### config.mk
export PLATFORM = sky130hd
export DESIGN_NAME = opcode_handshake_ctrl_flat
export DESIGN_NICKNAME = d
export VERILOG_FILES = /design/src/rtl/opcode_handshake_ctrl_if.sv /design/src/rtl/opcode_handshake_ctrl.sv /design/src/flat_wrapper.sv
export SDC_FILE = /design/constraint.sdc
export NUM_CORES = 1
export LEC_CHECK = 0
export CORE_ASPECT_RATIO = 0.9
export CORE_UTILIZATION = 47
export DETAILED_ROUTE_END_ITERATION = 6
export GPL_TIMING_DRIVEN = 0
export PLACE_DENSITY = 0.76
export SLEW_MARGIN = 5
export SYNTH_ARGS = -nofsm -noshare
export SYNTH_HDL_FRONTEND = slang
export SYNTH_SLANG_ARGS = --single-unit
### constraint.sdc
create_clock -name clk -period 2.07 [get_ports clk]
set_input_delay 0.414 -clock clk [delete_from_list [all_inputs] [get_ports clk]]
set_output_delay 0.414 -clock clk [all_outputs]
set_load 0.02 [all_outputs]
### src/rtl/opcode_handshake_ctrl_if.sv
// opcode_handshake_ctrl_if
//   Bundles the command, downstream req/ack, data valid/ready and status
//   signals of opcode_handshake_ctrl.
//
//   modport master : the controller itself (drives cmd_ready, opcode, state,
//                    req, valid, out_data, error).
//   modport slave  : the surrounding agents (command source, downstream
//                    acknowledger, data consumer, property checker).
//
//   Signals
//     cmd_valid   command present
//     cmd_ready   controller can accept a command
//     cmd_opcode  3-bit command opcode
//     cmd_data    DATA_W command payload
//     opcode      latched opcode of the current/last command
//     state       FSM state encoding
//     req / ack   downstream request / acknowledge
//     valid/ready data valid / consumer ready
//     out_data    latched payload
//     error       sticky ack-timeout error
interface opcode_handshake_ctrl_if #(
    parameter int DATA_W = 8
);
    logic              cmd_valid;
    logic              cmd_ready;
    logic [2:0]        cmd_opcode;
    logic [DATA_W-1:0] cmd_data;
    logic [2:0]        opcode;
    logic [1:0]        state;
    logic              req;
    logic              ack;
    logic              valid;
    logic              ready;
    logic [DATA_W-1:0] out_data;
    logic              error;

    modport master (
        input  cmd_valid, cmd_opcode, cmd_data, ack, ready,
        output cmd_ready, opcode, state, req, valid, out_data, error
    );

    modport slave (
        output cmd_valid, cmd_opcode, cmd_data, ack, ready,
        input  cmd_ready, opcode, state, req, valid, out_data, error
    );
endinterface

### src/rtl/opcode_handshake_ctrl.sv
// opcode_handshake_ctrl
//   Accepts one 3-bit opcode command at a time, runs a req/ack handshake with
//   a downstream agent and, for data opcodes, a valid/ready transfer of the
//   latched payload. An ack that fails to arrive within TIMEOUT req cycles
//   parks the controller in ERR with a sticky error until opcode 111 is
//   accepted.
//
//   Parameters
//     DATA_W   payload width (must match the interface DATA_W)
//     TIMEOUT  max req cycles without ack before error, must be >= 1
//
//   Ports
//     clk    rising-edge clock
//     rst_n  asynchronous active-low reset
//     bus    opcode_handshake_ctrl_if.master (command, req/ack,
//            valid/ready, opcode/state/out_data/error)
//
//   Optional build macro
//     OPCODE_HS_SVA_EN  compiles embedded concurrent assertions on the
//                       outputs; without it the logic is unchanged.
//
//   state | meaning
//   ------+---------------------------------------------------------
//   IDLE  | waiting for a command, cmd_ready=1
//   REQ   | req=1, waiting for ack, timeout counter running
//   XFER  | valid/ready transfer of out_data (optional 1-cycle gap)
//   ERR   | ack timed out, error=1, only opcode 111 leaves
module opcode_handshake_ctrl #(
    parameter int DATA_W  = 8,
    parameter int TIMEOUT = 10
) (
    input  logic                    clk,
    input  logic                    rst_n,
    opcode_handshake_ctrl_if.master bus
);

    localparam int               CNT_W    = $clog2(TIMEOUT + 1);
    localparam logic [CNT_W-1:0] CNT_LAST = CNT_W'(TIMEOUT - 1);

    typedef enum logic [1:0] {
        IDLE = 2'b00,
        REQ  = 2'b01,
        XFER = 2'b10,
        ERR  = 2'b11
    } state_t;

    state_t            st;
    logic [CNT_W-1:0]  cnt;
    logic              gap;
    logic [2:0]        op_q;
    logic [DATA_W-1:0] data_q;
    logic              req_q;
    logic              valid_q;
    logic              error_q;
    logic              accept;

    assign bus.cmd_ready = (st == IDLE) || (st == ERR);
    assign accept        = bus.cmd_valid && bus.cmd_ready;

    assign bus.state    = st;
    assign bus.opcode   = op_q;
    assign bus.out_data = data_q;
    assign bus.req      = req_q;
    assign bus.valid    = valid_q;
    assign bus.error    = error_q;

    always_ff @(posedge clk or negedge rst_n) begin
        if (!rst_n) begin
            st      <= IDLE;
            cnt     <= '0;
            gap     <= 1'b0;
            op_q    <= 3'b000;
            data_q  <= '0;
            req_q   <= 1'b0;
            valid_q <= 1'b0;
            error_q <= 1'b0;
        end else begin
            case (st)
                IDLE: begin
                    if (accept) begin
                        // Every accepted command is latched, even opcodes
                        // that do nothing further.
                        op_q   <= bus.cmd_opcode;
                        data_q <= bus.cmd_data;
                        if (bus.cmd_opcode == 3'b000 ||
                            bus.cmd_opcode == 3'b001 ||
                            bus.cmd_opcode == 3'b010) begin
                            st    <= REQ;
                            req_q <= 1'b1;
                            cnt   <= '0;
                        end
                    end
                end

                REQ: begin
                    // ack is checked first so an ack on the threshold
                    // cycle still completes the handshake.
                    if (bus.ack) begin
                        req_q <= 1'b0;
                        cnt   <= '0;
                        case (op_q)
                            3'b001: begin
                                st      <= XFER;
                                valid_q <= 1'b1;
                            end
                            3'b010: begin
                                st  <= XFER;
                                gap <= 1'b1;
                            end
                            default: st <= IDLE;
                        endcase
                    end else if (cnt == CNT_LAST) begin
                        st      <= ERR;
                        req_q   <= 1'b0;
                        error_q <= 1'b1;
                    end else begin
                        cnt <= cnt + 1'b1;
                    end
                end

                XFER: begin
                    // The gap cycle keeps valid low one extra cycle; ready
                    // seen during it has no effect.
                    if (gap) begin
                        gap     <= 1'b0;
                        valid_q <= 1'b1;
                    end else if (valid_q && bus.ready) begin
                        valid_q <= 1'b0;
                        st      <= IDLE;
                    end
                end

                ERR: begin
                    if (accept && bus.cmd_opcode == 3'b111) begin
                        error_q <= 1'b0;
                        st      <= IDLE;
                    end
                end

                default: st <= IDLE;
            endcase
        end
    end

`ifdef OPCODE_HS_SVA_EN
    // Opcode 001 does not promise ready will ever come, only that a stalled
    // beat is held.
    property p_op001_hold;
        @(posedge clk) disable iff (!rst_n)
            (bus.opcode == 3'b001 && bus.valid && !bus.ready)
                |=> (bus.valid && $stable(bus.out_data));
    endproperty

    property p_req_hold;
        @(posedge clk) disable iff (!rst_n)
            (bus.req && !bus.ack) |=> (bus.req || bus.error);
    endproperty

    property p_error_state;
        @(posedge clk) disable iff (!rst_n)
            bus.error |-> (bus.state == 2'b11);
    endproperty

    property p_req_state;
        @(posedge clk) disable iff (!rst_n)
            (bus.state == 2'b01) |-> bus.req;
    endproperty

    a_op001_hold:  assert property (p_op001_hold);
    a_req_hold:    assert property (p_req_hold);
    a_error_state: assert property (p_error_state);
    a_req_state:   assert property (p_req_state);
`endif

endmodule

### src/flat_wrapper.sv
// flat-port wrapper written by rule: the top's interface ports become plain ports
module opcode_handshake_ctrl_flat 
#(
    parameter int DATA_W  = 8,
    parameter int TIMEOUT = 10
)
  (clk, rst_n, bus_cmd_valid, bus_cmd_opcode, bus_cmd_data, bus_ack, bus_ready, bus_cmd_ready, bus_opcode, bus_state, bus_req, bus_valid, bus_out_data, bus_error);
  opcode_handshake_ctrl_if #(.DATA_W(DATA_W)) bus_i ();
  input  logic clk;
  input  logic rst_n;
  input wire logic [$bits(bus_i.cmd_valid)-1:0] bus_cmd_valid;
  input wire logic [$bits(bus_i.cmd_opcode)-1:0] bus_cmd_opcode;
  input wire logic [$bits(bus_i.cmd_data)-1:0] bus_cmd_data;
  input wire logic [$bits(bus_i.ack)-1:0] bus_ack;
  input wire logic [$bits(bus_i.ready)-1:0] bus_ready;
  output wire logic [$bits(bus_i.cmd_ready)-1:0] bus_cmd_ready;
  output wire logic [$bits(bus_i.opcode)-1:0] bus_opcode;
  output wire logic [$bits(bus_i.state)-1:0] bus_state;
  output wire logic [$bits(bus_i.req)-1:0] bus_req;
  output wire logic [$bits(bus_i.valid)-1:0] bus_valid;
  output wire logic [$bits(bus_i.out_data)-1:0] bus_out_data;
  output wire logic [$bits(bus_i.error)-1:0] bus_error;
  assign bus_i.cmd_valid = bus_cmd_valid;
  assign bus_i.cmd_opcode = bus_cmd_opcode;
  assign bus_i.cmd_data = bus_cmd_data;
  assign bus_i.ack = bus_ack;
  assign bus_i.ready = bus_ready;
  assign bus_cmd_ready = bus_i.cmd_ready;
  assign bus_opcode = bus_i.opcode;
  assign bus_state = bus_i.state;
  assign bus_req = bus_i.req;
  assign bus_valid = bus_i.valid;
  assign bus_out_data = bus_i.out_data;
  assign bus_error = bus_i.error;
  opcode_handshake_ctrl #(.DATA_W(DATA_W), .TIMEOUT(TIMEOUT)) u_core (.clk(clk), .rst_n(rst_n), .bus(bus_i));
endmodule
==> impl_results.md <==
- Status: completed
- Shortest period the worst path allows: 1.99 ns
- Crit path launch type: register
- Root Buffer: clkbuf_4
- Worst r2r dst: u_core.bus.state[1]$_DFFE_PN0P_
- Crit path setup slack, layout: 0.0849 ns
- Cts-stage hold buffer count: 0
- R2R Setup Slk: 0.23 ns
- Global Route Usage Sum: 20.3%
- Max Slew Vio Count: 0
- Synth unique cells: 35
- FF-to-FF Start: u_core.bus.state[0]$_DFFE_PN0P_
- Worst slew pin tran: 0.914 ns
- Fill count: 171
- Final period utilization: 95.9%
- Vias in the first global route: 920
- GP Congestion: 0.841
- Levels on crit path: 4
- Warnings from Yosys: 0
- R2r worst-path depth: 6
- Worst clock skew: 0.00233 ns
- Synthesized Nets: 120
- Crit end category: output port
- Synth Instances: 98
- Finished Cell Area: 1550 um2
- Critical path required time: 1.66 ns
- CTS tree: yes
- CP peak stage delay: 0.44 ns
- DIE AREA: 2680 um2
- Residual DRC: 0
- Worst Hold Class: register to register
- Fin util: 68.6%
- Most common cell after layout, fill and taps aside: clkdlybuf4s50_1
- Final-stage net count: 158
- CTS buffer count: 3
- I/O Buffers: 32
- Pleak: 0.690 nW
- Io pins: 33
- Initial antenna violation count: 0
- ANT nets after route: 0
- Antenna diodes: 0
- Crit path to: bus_cmd_ready
- Crit path DAT: 1.57 ns
- Initial Utilization: 51.5%
- Area grow syn2layout: 33.3%
- Final Hold Viols: 0
- Cell area after synthesis: 1160 um2
- Cell Chain, Critical Path: inv_1 -> ha_1 -> inv_1 -> dlygate4sd2_1
- Syn_area_per_cell: 11.9 um2
- Final number of setup-violating endpoints: 0
- First-pass GRT wire length: 3970 um
- CTS max path bufs: 2
- CP most frequent cell: inv_1
- Worst rel slew slack: 38.9%
- Pwr/cell area: 1490 nW/um2
- Placed Area: 1520 um2
- Pin count of the biggest net entering global routing: 22
- Worst hold slack: 0.516 ns
- Dpl ws: 0.173 ns
- Die H: 49.2 um
- Vias: 865
- Wire per inst: 14.8 um
- Die width: 54.5 um
- Yosys reg bits: 21
- Fraction of layout cells with a size suffix above 1: 18.5%
- Crit Path Class: register to output port
- GRT Residual Overflow: 0
- Num rows: 16
- Largest delay share family, worst path: buffers and inverters
- Final Power: 0.00232 W
- Seq/Total Area, Yosys: 45.1%
- Sink Count: 21
- Max-cap viol count: 0
- Total wire length: 2400 um
- Buf+Inv Stages, Crit Path: 3
- DRT iter0 DRCs: 7
- Worst path slowest cell: dfrtp_1
- Clk_lat worst skew: 0.31 ns
- Most frequent cells in the layout: clkdlybuf4s50_1 (31), dfrtp_1 (21), mux2_4 (9), inv_1 (8)
- Fmax: 0.504 GHz
- Core area: 2260 um2
- CTS clk-pin slew, worst paths: 0.12 ns
- Via/cell ratio: 5.34
- Worst setup path startpoint: u_core.bus.state[0]$_DFFE_PN0P_
- Largest fanout on the critical path: 5
- DRT Pass-1 Iters: 6
- Hpwl dp: 1810 um
- H-tree depth: 1
- Worst vdd ir: 0.864 mV
==> cells by family (layout without fill, tap and decap cells) <==
kind of cell | Yosys count | in the layout | share of synthesized area [%]
muxes | 12 | 12 | 14.4
and+or+nand+nor | 21 | 21 | 11.4
DFF | 21 | 21 | 45.1
AOI/OAI and AO/OA | 26 | 26 | 16.8
adders and majority gates | 6 | 6 | 6.44
buffers and inverters | 11 | 48 | 5.16
xor gates and xnor gates | 1 | 1 | 0.752
==> worst reg2reg max path: stages (launching register included) <==
cell and delay (ns):
dfrtp_1 0.44, inv_1 0.08, ha_1 0.35, nor2b_1 0.16, nand4_1 0.18, a211oi_1 0.33, o22ai_1 0.16
==> registers in the layout, summed over array words and instances, names as in the netlist <==
signal	cells
u_core.bus.valid	1
u_core.bus.opcode	3
u_core.bus.error	1
u_core.bus.out_data	8
u_core.bus.state	2
u_core.bus.req	1
u_core.gap	1
u_core.cnt	4
==> through the flow <==
step,std cells,setup TNS (ns)
final,162,0
after global routing,162,-0.0181
after CTS,161,0
after floorplan,98,0
after detailed placement,157,0
after global placement,157,0
==> repair_timing <==
action | 4_1_cts | 5_1_grt
resized for setup | 1 | 0
setup buffers | 0 | 1
endpoints found under the setup margin | 1 | 1
==> cell usage after synthesis, drive strengths merged <==
cell     number  share of area, %
a211oi        1              0.64
a21boi        1              0.64
a21o          2               1.3
a21oi         6               4.5
a32o          1              0.86
and3b         2               1.5
and4bb        1               1.1
buf           3               2.6
dfrtp        21                45
ha            6               6.4
inv           8               2.6
mux2         11                14
mux2i         1              0.86
nand2         4               1.3
nand2b        2               1.1
nand3         1              0.43
nand3b        1              0.64
nand4         1              0.54
nor2          4               1.5
nor2b         3               1.6
nor3          1              0.86
nor4bb        1              0.86
o21ai         8               3.4
o21bai        1              0.64
o22ai         2               1.1
o2bb2ai       2               2.0
o32a          1              0.86
o41ai         1              0.75
xnor2         1              0.75
==> per-layer routing <==
layer  vias up  routed length [um]  track usage (%)
li1        427                   -                -
met1       408                1050             23.1
met2        28                1140             34.6
met3         2                 197             8.72
met4         0                  12             3.85
met5         -                   0                0
==> report_power, final <==
part           total, W  switching (W)  leakage, nW  internal, W
combinational   0.00138       0.000650        0.422     0.000732
sequential     0.000734       0.000146        0.251     0.000588
clock          0.000199       0.000127       0.0177    0.0000722
==> how the worst min path moves through the flow <==
stage	cells past startpoint	start	to	slack (ns)
global route	1	u_core.bus.out_data[2]$_DFFE_PN0P_	u_core.bus.out_data[2]$_DFFE_PN0P_	0.55
finish	1	u_core.cnt[3]$_DFFE_PN0P_	u_core.cnt[3]$_DFFE_PN0P_	0.52
global placement	1	u_core.cnt[3]$_DFFE_PN0P_	u_core.cnt[3]$_DFFE_PN0P_	0.49
detailed placement	1	u_core.bus.out_data[4]$_DFFE_PN0P_	u_core.bus.out_data[4]$_DFFE_PN0P_	0.49
floorplan	0	rst_n	u_core.bus.error$_DFFE_PN0P_	0.12
CTS	1	u_core.cnt[3]$_DFFE_PN0P_	u_core.cnt[3]$_DFFE_PN0P_	0.52
==> final cells by class <==
type	instances	area [um2]	share of cell area, %
Multi-Input combinational cell	66	579	37.3
Sequential cell	21	526	33.8
Timing Repair Buffer	33	327	21.0
Tap cell	27	33.8	2.18
Buffer	3	30.0	1.93
Inverter	8	30.0	1.93
Clock buffer	3	22.5	1.45
Clock inverter	1	5.00	0.322
No activity file was read; power rests on OpenSTA's default activity.
